File: src/rtl/pipelined_addsub.sv
// Pipelined two's-complement adder/subtractor with per-stage carry
// segments, status flags and valid/ready handshake on both sides.
module pipelined_addsub #(
    parameter int WIDTH  = 64,
    parameter int STAGES = 4
) (
    input  logic             clk,
    input  logic             rst_n,
    input  logic             in_valid,
    output logic             in_ready,
    input  logic [WIDTH-1:0] op1,
    input  logic [WIDTH-1:0] op2,
    input  logic             sub,
    input  logic             carry_in,
    output logic             out_valid,
    input  logic             out_ready,
    output logic [WIDTH-1:0] result,
    output logic             carry_out,
    output logic             overflow,
    output logic             zero
);

    localparam int SEG = WIDTH / STAGES;

    logic              advance;
    logic [STAGES-1:0] valid_q, valid_d;
    logic [STAGES-1:0] c_q, c_d, c_s;
    logic [WIDTH-1:0]  a_q [STAGES];
    logic [WIDTH-1:0]  a_d [STAGES];
    logic [WIDTH-1:0]  a_s [STAGES];
    logic [WIDTH-1:0]  b_q [STAGES];
    logic [WIDTH-1:0]  b_d [STAGES];
    logic [WIDTH-1:0]  b_s [STAGES];
    logic [WIDTH-1:0]  r_q [STAGES];
    logic [WIDTH-1:0]  r_d [STAGES];
    logic [WIDTH-1:0]  r_s [STAGES];
    logic [SEG:0]      sum [STAGES];
    logic              ov_q, ov_d;
    logic              z_q, z_d;

    // Global stall: the whole pipe holds when the last stage cannot retire.
    assign advance = out_ready | ~valid_q[STAGES-1];

    always_comb begin
        a_s[0] = op1;
        b_s[0] = op2 ^ {WIDTH{sub}};
        r_s[0] = '0;
        c_s[0] = carry_in ^ sub;
        valid_d[0] = in_valid;
        for (int k = 1; k < STAGES; k++) begin
            a_s[k] = a_q[k-1];
            b_s[k] = b_q[k-1];
            r_s[k] = r_q[k-1];
            c_s[k] = c_q[k-1];
            valid_d[k] = valid_q[k-1];
        end
        for (int k = 0; k < STAGES; k++) begin
            sum[k] = {1'b0, a_s[k][k*SEG +: SEG]}
                   + {1'b0, b_s[k][k*SEG +: SEG]}
                   + {{SEG{1'b0}}, c_s[k]};
            a_d[k] = a_s[k];
            b_d[k] = b_s[k];
            r_d[k] = r_s[k];
            r_d[k][k*SEG +: SEG] = sum[k][SEG-1:0];
            c_d[k] = sum[k][SEG];
        end
        // a ^ b ^ sum at the MSB recovers the carry into the MSB.
        ov_d = a_s[STAGES-1][WIDTH-1]
             ^ b_s[STAGES-1][WIDTH-1]
             ^ r_d[STAGES-1][WIDTH-1]
             ^ c_d[STAGES-1];
        z_d = (r_d[STAGES-1] == '0);
    end

    always_ff @(posedge clk or negedge rst_n) begin
        if (!rst_n) begin
            valid_q <= '0;
            c_q     <= '0;
            ov_q    <= 1'b0;
            z_q     <= 1'b0;
            for (int k = 0; k < STAGES; k++) begin
                a_q[k] <= '0;
                b_q[k] <= '0;
                r_q[k] <= '0;
            end
        end else if (advance) begin
            valid_q <= valid_d;
            c_q     <= c_d;
            ov_q    <= ov_d;
            z_q     <= z_d;
            for (int k = 0; k < STAGES; k++) begin
                a_q[k] <= a_d[k];
                b_q[k] <= b_d[k];
                r_q[k] <= r_d[k];
            end
        end
    end

    assign in_ready  = advance;
    assign out_valid = valid_q[STAGES-1];
    assign result    = r_q[STAGES-1];
    assign carry_out = c_q[STAGES-1];
    assign overflow  = ov_q;
    assign zero      = z_q;

endmodule

File: config.mk
export PLATFORM = sky130hd
export DESIGN_NAME = pipelined_addsub
export DESIGN_NICKNAME = d
export VERILOG_FILES = /design/src/rtl/pipelined_addsub.sv
export SDC_FILE = /design/constraint.sdc
export NUM_CORES = 1
export LEC_CHECK = 0
export CAP_MARGIN = 20
export CORE_AREA = 2 2 185 187
export DETAILED_ROUTE_END_ITERATION = 10
export DIE_AREA = 0 0 187 189
export PLACE_DENSITY = 0.86
export SYNTH_ARGS = -nofsm -noshare
export SYNTH_HDL_FRONTEND = slang
export SYNTH_SLANG_ARGS = --single-unit
File: constraint.sdc
create_clock -name clk -period 2.3 [get_ports clk]
set_input_delay 0.345 -clock clk [delete_from_list [all_inputs] [get_ports clk]]
set_output_delay 0.345 -clock clk [all_outputs]
set_load 0.1 [all_outputs]
* Word-level counts from Yosys, hierarchy flattened
Cells that the tools add are included.
Storage, ports and cells: register bits 554, output and inout bits 69, word-level logic and storage cells 30
Operators by class: $add $sub $neg 8, bitwise operators 7, reductions and logical operators 1
Operators by type and width (number):
- $add A16 B16 Y17 | 4
- $add A17 B1 Y17 | 4
- $logic_not A64 Y1 | 1
- $xor A64 B64 Y64 | 1
- $xor A1 B1 Y1 | 4
- $not A1 Y1 | 1
- $or A1 B1 Y1 | 1

* Depth between registers and ports, before layout
Gate-level depths: netlist of the first run.
depth after elaboration 4, depth in mapped cells 13, depth with buffers taken out 12

* Worst setup path before layout of the first run
Ideal clock, no wire load.
path type input -> register, start point in sub, end point reg r_q, in the netlist r_d[142], library setup time 76 ps, data arrival time 3196 ps, required time 2224 ps, setup slack -972 ps, stages on the path 13, path buffers 2, cells stage by stage buf_2 buf_1 xnor2_1 fa_1 fa_1 nor2b_1 o21ai_2 a21boi_2 o41ai_4 o311ai_1 a31oi_1 xor2_1 o21ai_1
On the way: word-level cells in the longest chain between the ends 3
Ends and longest elaborated chain:
- from (decl) | RTL line 13 | input logic sub,
- $xor A64 B64 Y64 | RTL line 46 | b_s[0] = op2 ^ {WIDTH{sub}};
- $add A16 B16 Y17 | RTL line 59 | + {1'b0, b_s[k][k*SEG +: SEG]}
- $add A17 B1 Y17 (*) | RTL line 60 | + {{SEG{1'b0}}, c_s[k]};
- to (signal, indexed assignment) | RTL line 94 | r_q[k] <= r_d[k];
- to (decl) | RTL line 34 | logic [WIDTH-1:0] r_q [STAGES];
Mark *: on every way between the ends. The rest lies on a longest branch, timed or not. A chain may end at the register's enable or synchronous reset.

* Final worst setup path of the first run
start point reg c_q[2], end point reg z_q (netlist: zero)
On the way: word-level cells in the longest chain between the ends 2
Ends and longest elaborated chain:
- from (decl) | RTL line 27 | logic [STAGES-1:0] c_q, c_d, c_s;
- from (signal assigned) | RTL line 78 | c_q <= '0;
- from (signal assigned) | RTL line 88 | c_q <= c_d;
- $add A17 B1 Y17 | RTL line 60
- $logic_not A64 Y1 | RTL line 72 | z_d = (r_d[STAGES-1] == '0);
- to (signal assigned) | RTL line 90 | z_q <= z_d;
- to (decl) | RTL line 39 | logic z_q, z_d;
No other way between the ends.

==> results.md, run 1 <==
Timing:
- Setup violations remaining at the end of the flow were counted as 22.
- Once routing completed, OpenROAD measured the worst setup slack at -0.4370 ns.
- The worst slew slack as a fraction of its limit is 41.12%.
- After layout, the worst path uses 119.0% of the clock period.
- The pin slew with the least headroom to its limit is between 0.8 and 0.9 ns.
- The post-route minimum period is 2.737 ns.
- The post-route setup TNS is -4.776 ns.
- Static timing analysis puts the maximum clock frequency at around 0.37 GHz.
- The post-route worst hold slack is 0.2906 ns.
- The hold violation count in the final report came to 0.
- Setup repair after global routing could not meet its margin everywhere.
- The max-slew violation count was 0.
- Across the routed clock network, the largest skew measured is slightly below 0.01 ns.

Floorplanning:
- The core region is 0.03328 mm^2.
- In this run the horizontal extent of the chip is around 190 um.
- The floorplan die area is 0.03534 mm^2.
- ~200 I/O pins were placed.
- The starting utilization of the core area is 50.29%.
- The die outline height is 189 um.
- The floorplan has 67 rows.

Synth:
- The largest area contributor in the netlist is sky130_fd_sc_hd__dfrtp_1.
- The synthesized netlist devotes just under 6% of its cell area to XOR and XNOR gates.
- The synthesis-stage register bit count is approximately 360.
- Each instance of the synthesized netlist takes up on average about 9 um^2.
- The synthesized netlist devotes under 10% of its cell area to compound gates.
- The synthesized instance count is 1867.
- Of the total synthesized cell area, the portion taken by full adders, half adders and majority gates is 5.442%.
- The sequential-to-total area share from yosys stat is between 50 and 60%.
- When the netlist entered floorplanning its net count stood at around 2100.
- The combinational family with the most area after synthesis is simple AND/OR/NAND/NOR gates.
- During synthesis, Yosys emitted a total of 0 warnings.
- The proportion of synthesized flip-flops having asynchronous set or reset is between 90% and 100%.
- The share of cell area taken by muxes after synthesis is less than 1%.
- Among all flip-flop cells after synthesis, the most frequent one is sky130_fd_sc_hd__dfrtp_1.
- Counting flops with a built-in enable in the synthesized netlist gives 0.
- The cell area after technology mapping is about 0.017 mm^2.
- The simple-gate share of the synthesized area is a little under a quarter.
- The synthesized design devotes to its leading area cell type a little over half of total area.
- Ranked by total cell area, the synthesized netlist is headed by sky130_fd_sc_hd__dfrtp_1 (54%), sky130_fd_sc_hd__nand2_1 (19%), sky130_fd_sc_hd__ha_1 (4.5%).
- Counting distinct cell types in the post-synthesis netlist gives 59.

Global route:
- The total overflow reported by the global router is 0.
- The pin count of the biggest net entering global routing is around 140.
- The first global-routing pass estimated between 60 and 70 mm of wire.
- The global-route total usage across every layer is around 23%.
- The via count of the first global-routing pass was 13500.
- The number of antenna violations at the first check in global routing came to 4.

Drt:
- The total routed wirelength is between 40 and 50 mm.
- The post-route DRC violation count is 0.
- The number of routed nets with antenna violations is 0.
- The total routed wire length on the met1 layer is approximately 18 mm.
- The total vias in the final route is between 10000 and 15000.
- The wire length on met2 is 20.14 mm.
- The routed via count divided by cell count is 5.212.
- The first routing iteration left between 900 and 1000 violations.
- Dividing the detail-routed wire length by the instance count gives roughly 16 um.
- The number of optimization iterations in the first detailed-route pass is 5.
- The uppermost layer routed is met5.
- The routed design uses approximately 2.4 mm of met3 wire.

Final layout:
- For this run, the post-layout net count is about 2300.
- The area growth from synthesis to layout is 30.25%.
- The post-layout instance count excluding filler cells is approximately 2600.
- In the final layout, the share of cells above drive strength 1 is between 15 and 20%.
- In the layout the commonest cells are sky130_fd_sc_hd__nand2_1 (833), sky130_fd_sc_hd__dfrtp_1 (361), sky130_fd_sc_hd__buf_4 (166).
- The most common cell after layout, fill and taps aside is sky130_fd_sc_hd__nand2_1.

Worst setup path:
- The signal on the critical path passes through fa_2, inv_2, fa_2, nor4b_4, nand4_1, nor4_2, buf_4, nand4_1, nand4bb_1, nor4b_2, a31o_1.
- STA classifies the critical path endpoint as a flip-flop.
- The worst stage delay on the critical path is 0.57 ns.
- The worst setup path is launched from a flip-flop.
- The capture instance of the worst register-to-register path is zero.
- Along the worst path, the maximum fanout reaches 2.
- The critical path is of the flip-flop to flip-flop type.
- The data arrival time of the worst path is around 3.2 ns.
- For the worst setup path, the data required time is 2.75 ns.
- The depth of the most critical reg-to-reg path is 11.
- The slowest stage cell on the critical path is sky130_fd_sc_hd__fa_2.
- The slack of the worst reg-to-reg path is -0.44 ns.
- The startpoint identified for the worst register-to-register timing path is c_q[2].

Clock network:
- In this run, CTS created clock tree buffers numbering 38.
- The CTS tree is built.
- Clock-pin slew was measured on the worst setup and hold paths at roughly 0.060 ns.
- The buffer depth of the longest clock path is 3.
- The root buffer cell is sky130_fd_sc_hd__clkbuf_16.
- The clock sink total is approximately 360.
- The level count of the clock H-tree is 2.
- The later pin in the worst-skew pair is clocked with a latency of approximately 0.51 ns.

Place:
- During placement, the flow inserted port buffers numbering around 200.
- Including well taps, the total number of placed cells is about 2500.
- At the end of routability-driven placement, the weighted congestion stood at about 0.90.
- The HPWL after detailed placement is 28.30 mm.

Pwr:
- In this run the static leakage power is around 11 nW.
- Overall power consumption after layout is estimated at 35.93 mW.
- The worst-case vdd ir drop is 2.212 mV.
- The power per unit of standard cell area is 1648 mW/mm^2.

Hold path:
- The worst hold path belongs to the class input port to asynchronous set/reset pin.

Run:
- The max-capacitance violation count is 0.

Run status:
- The flow ran to the end, but the final reports show violations.
- The final reports fail on negative setup slack.
sequential cells by signal (all words and copies together) (netlist names):
| signal | flops |
|---|---|
| a_d | 96 |
| b_d | 96 |
| r_d | 96 |
| result | 64 |
| c_q | 4 |
| valid_q | 4 |
| overflow | 1 |
| zero | 1 |
report_power, final:
group | leakage [nW] | switching [mW] | total [mW] | internal [mW]
clock | 0.591 | 2.47 | 6.04 | 3.57
combinational | 5.71 | 12.0 | 18.7 | 6.69
sequential | 4.35 | 1.91 | 11.2 | 9.24
synth_stat cells (all sizes together), types with 3 or more instances:
master	instances
nor4	12
ha	60
o211ai	6
nand3	10
and3	3
o41ai	3
nor3	18
a21o	12
o21a	11
xor2	46
a21oi	63
nor2	59
a31oi	7
a211oi	7
buf	12
o21ai	97
o31ai	9
nand2b	7
nand4	6
dfrtp	362
o21bai	4
xnor2	67
clkbuf	75
nor2b	12
nand2	834
or3	6
fa	8
o31a	3
inv	24
kinds of logic (layout without fill, tap and decap cells):
family	Yosys count	in the layout
buffers and inverters	112	413
other	0	3
adders and majority gates	68	68
AOI/OAI and AO/OA	234	234
xor gates and xnor gates	113	113
and+or+nand+nor	977	977
muxes	1	1
DFF	362	362
metal layers:
metal	vias to the layer above	GRT usage, %
li1	6581	-
met4	2	7.509
met2	399	38.49
met5	-	0
met1	6577	31.39
met3	91	3.911
critical path, delay by kind of cell, from the launching register on:
kind	cells	cell delay, ns
AO/OA/AOI/OAI	1	0.18
buffers and inverters	2	0.22
adder cells (fa/ha/maj)	2	0.80
AND/OR/NAND/NOR	6	1.08
flip-flops	1	0.38
worst max-delay path by stage:
stage                      start       end  slack, ns  depth (start not counted)
after global routing      c_q[2]      zero      -0.54                         11
after CTS                 c_q[2]      zero      -0.46                         11
after floorplan              sub  r_d[138]      -0.38                         11
final                     c_q[2]      zero      -0.44                         11
after detailed placement  op2[0]  r_d[142]      -0.83                         12
after global placement    op2[0]  r_d[142]      -0.73                         12
final cells by class:
type                    instances  area (um^2)
well taps                     448        560.5
inverters                      25        101.3
clock inverters                11        122.6
diodes                          3        7.507
flip-flops and latches        362         9060
multi-input cells            1393         7880
fillers                      2521        11480
repair buffers                322         2963
clock buffers                  55         1106
metrics by stage:
| stage | worst slack (ns) | cell area, um^2 | utilization [%] |
|---|---|---|---|
| 2_1_floorplan | -0.3788 | 16830 | - |
| 3_3_place_gp | -0.7345 | 19710 | 59.23 |
| 3_5_place_dp | -0.8321 | 19710 | 59.23 |
| 4_1_cts | -0.4553 | 21400 | 64.31 |
| 5_1_grt | -0.5366 | 21800 | 65.50 |
| 6_report | -0.4370 | 21800 | 65.51 |
repair_timing:
action                     in CTS  in global routing
hold buffers                    1                  0
hold endpoints to repair       23                  0
pin swaps                      57                 56
setup endpoints to repair      36                 36
buffers inserted               20                 17
gates resized for setup        78                 57
Power figures use the tool's default switching activity.
==> inputs of run 2 (changes only) <==
--- a/config.mk
+++ b/config.mk
@@ -6,10 +6,12 @@
 export NUM_CORES = 1
 export LEC_CHECK = 0
 export CAP_MARGIN = 20
-export CORE_AREA = 2 2 185 187
+export CELL_PAD_IN_SITES_DETAIL_PLACEMENT = 1
+export CELL_PAD_IN_SITES_GLOBAL_PLACEMENT = 2
+export CORE_AREA = 2 2 236 238
 export DETAILED_ROUTE_END_ITERATION = 10
-export DIE_AREA = 0 0 187 189
-export PLACE_DENSITY = 0.86
+export DIE_AREA = 0 0 238 240
+export PLACE_DENSITY = 0.85
 export SYNTH_ARGS = -nofsm -noshare
 export SYNTH_HDL_FRONTEND = slang
 export SYNTH_SLANG_ARGS = --single-unit
==> run 2 against run 1 <==
Compared with the run above:
- die area increased by 62%
- clock power increased by 3.8%
- clock skew increased by 0.011 ns
- count of clock-buffer cells in the layout increased by 9
- global-route usage decreased by 5.9 points
- design area increased by 2.9%
- highest routed layer unchanged
- the run still ends with negative setup slack left
- critical path depth unchanged
- routed wire length increased by 17%
- register-to-register slack got worse by 0.10 ns
- sequential cell count unchanged
==> results.md, run 2 (synthesis gave the netlist of run 1 again) <==
Run status:
- The flow ran to the end, but the final reports show violations.
- The checks that failed: negative setup slack.

Timing:
- The final count of negative-setup-slack endpoints is 24 (+9.1%).
- The worst-case clock skew is 0.02061 ns (+0.01072 ns).
- The post-route minimum period is 2.838 ns (+0.1006 ns).
- The hold violation count in the final report is 0 (unchanged).
- The max-slew violation count is 0 (unchanged).
- The final worst slack was -0.5376 ns (-0.1006 ns).
- The pin slew with the least headroom to its limit is 0.7839 ns (-0.09934 ns).
- The worst slew slack as a fraction of its limit came to 47.74% (+6.6 points).
- The post-route clock period utilization was 123.4% (+4.4 points).
- The post-route setup TNS came to -5.159 ns (-0.3837 ns).
- Setup repair after global routing could not meet its margin everywhere.
- The peak clock frequency supported by timing is 0.3524 GHz (-3.5%).

Clock network:
- The clock sink total is 362 (unchanged).
- The buffer depth of the longest clock path is 3 (unchanged).
- The clock edge transition at the registers on the reported setup and hold paths is 0.06 ns (about the same).
- The number of buffers inserted during clock tree synthesis is 43 (+13%).
- The insertion delay to the later sink of the worst-skew pair is 0.56 ns (+0.05 ns).
- TritonCTS built the clock tree.
- The level count of the clock H-tree was 2 (unchanged).
- The cell sitting at the root of the clock tree is a sky130_fd_sc_hd__clkbuf_16.

Drt:
- The average wire per cell in the routed design is 16.84 um (+5.2%).
- The routed via count divided by cell count is 4.652 (-11%).
- The number of optimization iterations in the first detailed-route pass is 5 (unchanged).
- The number of routed nets with antenna violations is 0 (unchanged).
- The total vias in the final route came to 13590 (-0.45%).
- The total routed wirelength is 49.20 mm (+17%).
- The post-route DRC violation count came to 0 (unchanged).
- The count of routing violations after the opening detailed-route iteration was 624 (-34%).

Final layout:
- In the layout the commonest cells are sky130_fd_sc_hd__nand2_1 (831), sky130_fd_sc_hd__dfrtp_1 (361), sky130_fd_sc_hd__buf_4 (203).
- The number of nets in the final layout was 2387 (+1.8%).
- From synthesis to final layout, the design area changed by 34.09%.
- Leaving out fill and tap cells, the most frequent cell in the layout is sky130_fd_sc_hd__nand2_1.
- The ratio of cells with drive above 1 in the final layout is 18.08% (+1.8 points).

Floorplanning:
- The floorplan core area is 0.05466 mm^2 (+64%).
- The starting utilization of the core area is 30.62% (-20 points).
- The die outline height is 240 um (+27%).
- The boundary pin count is 203 (unchanged).
- The x dimension of the die is 238 um (+27%).
- The floorplan die area came to 0.05712 mm^2 (+62%).
- The number of core rows came to 86 (+28%).

Worst setup path:
- The required time reported for the critical path endpoint is 2.78 ns (+0.03 ns).
- STA classifies the critical path endpoint as a flip-flop.
- The setup path with the least slack is of type flip-flop to flip-flop.
- The startpoint type of the worst setup path is a flip-flop.
- The data arrival time of the worst path came to 3.32 ns (+0.14 ns).
- The biggest fanout along the worst timing path is 2 (unchanged).

Pwr:
- The power consumption was 37.27 mW (+3.7%).
- The worst-case vdd ir drop is 1.383 mV (-37%).
- The proportion of total power due to net switching is 45.81% (+0.10 points).
- The cell leakage power is 10.86 nW (+1.9%).
- The relative contribution of sequential cells to total power came to 30.0% (-1.0 points).
- The logic gate share of total power is 53.2% (+1.1 points).
- The power dissipated by switching net loads is 17.07 mW (+4.0%).
- The cell-internal power was 20.20 mW (+3.5%).
- The power per unit of standard cell area came to 1661 mW/mm^2 (+0.76%).
- The power share of the clock group is 16.8% (about the same).

Global route:
- The total overflow reported by the global router came to 0 (unchanged).
- The pin count of the biggest net entering global routing was 140 (+2.9%).
- The via count of the first global-routing pass was 14770 (+9.4%).
- The first-pass GRT wire length is 78.75 mm (+17%).
- The number of antenna violations at the first check in global routing is 8 (+4).
- The global-route total usage across every layer came to 17.33% (-5.9 points).

Run:
- The max-capacitance violation count is 0 (unchanged).

Hold path:
- The class of the tightest hold or removal check is input port to asynchronous set/reset pin.

Place:
- The HPWL after detailed placement came to 35.20 mm (+24%).
- The weighted congestion at the end of routability-driven global placement was 0.8243 (-8.5%).
- The total of buffers placed on input and output ports is 202 (unchanged).
==> run 2: changes by cell type in the layout (fill, tap and decap cells not counted), sizes merged <==
cell | previous run | this run
buf | 192 | 230
bufinv | 2 | 1
clkbuf | 56 | 64
clkdlybuf4s15 | 1 | 0
clkdlybuf4s50 | 123 | 126
clkinv | 3 | 5
clkinvlp | 4 | 2
diode | 3 | 4
dlygate4sd2 | 1 | 3
dlymetal6s2s | 3 | 0
inv | 27 | 26
==> run 2: power groups by stage <==
stage	logic (mW)	clock network (mW)	registers, mW
3_3_place_gp	17.4	0	11.2
2_1_floorplan	7.83	0	14.8
3_5_place_dp	17.8	0	11.3
6_report	19.8	6.27	11.2
4_1_cts	19.0	6.47	11.2
5_1_grt	21.6	6.72	11.5
==> run 2: per-stage QoR <==
step                cells  utilization (%)  cell area [um^2]  hold slack [ns]  worst slack [ns]
finish               2921            41.06             22440           0.2952           -0.5376
global route         2921            41.06             22440           0.3041           -0.7671
CTS                  2908            40.38             22070           0.2861           -0.6224
detailed placement   2807            37.15             20310           0.2914           -0.8836
global placement     2807            37.15             20310           0.2886           -0.7846
floorplan            1867                -             16830          0.04941           -0.3788
==> run 2: repair_timing <==
item	CTS	global route
pin swaps	60	58
gates resized for setup	81	57
hold buffers	1	0
buffers inserted	28	16
hold endpoints to repair	35	0
endpoints found under the setup margin	34	39
==> run 2: path summary, 6_finish.rpt <==
path | slack, ns | cells past startpoint | start | endpoint
max | -0.54 | 11 | c_q[2] | zero
min | 0.30 | 2 | rst_n | a_d[186]
max reg2reg | -0.54 | 11 | c_q[2] | zero
min reg2reg | 0.46 | 2 | r_d[72] | r_d[72]
max in group asynchronous | 1.27 | 3 | rst_n | result[45]
min in group clk | 0.30 | 4 | carry_in | r_d[128]
==> run 2: area by class of cell <==
cell class / instances / area (um^2)
sequential: 362 / 9060
clock inverter: 9 / 82.58
clock buffer: 64 / 1185
timing repair buffer: 360 / 3252
multi-input combinational: 1393 / 7871
inverter: 25 / 101.3
antenna: 4 / 10.01
tap: 704 / 880.8
fill: 6274 / 32220
==> run 2: per-layer routing <==
metal  share of wire [%]  global-route usage, %  vias to the layer above
met5               0.091                      0                        -
met3                 3.6                  3.088                       75
li1                    -                      -                     6650
met2                  49                  29.79                      186
met1                  44                  22.07                     6671
met4                 2.9                  5.758                        6
==> run 2: worst max-delay path, stage by stage (launching register included) <==
cell	delay, ns
sky130_fd_sc_hd__dfrtp_1	0.40
sky130_fd_sc_hd__fa_2	0.41
sky130_fd_sc_hd__inv_2	0.06
sky130_fd_sc_hd__fa_2	0.26
sky130_fd_sc_hd__xor2_4	0.22
sky130_fd_sc_hd__nand4_1	0.16
sky130_fd_sc_hd__nor4_4	0.31
sky130_fd_sc_hd__buf_4	0.18
sky130_fd_sc_hd__nand4_1	0.09
sky130_fd_sc_hd__nand4bb_1	0.22
sky130_fd_sc_hd__nor4b_2	0.24
sky130_fd_sc_hd__a31o_1	0.19
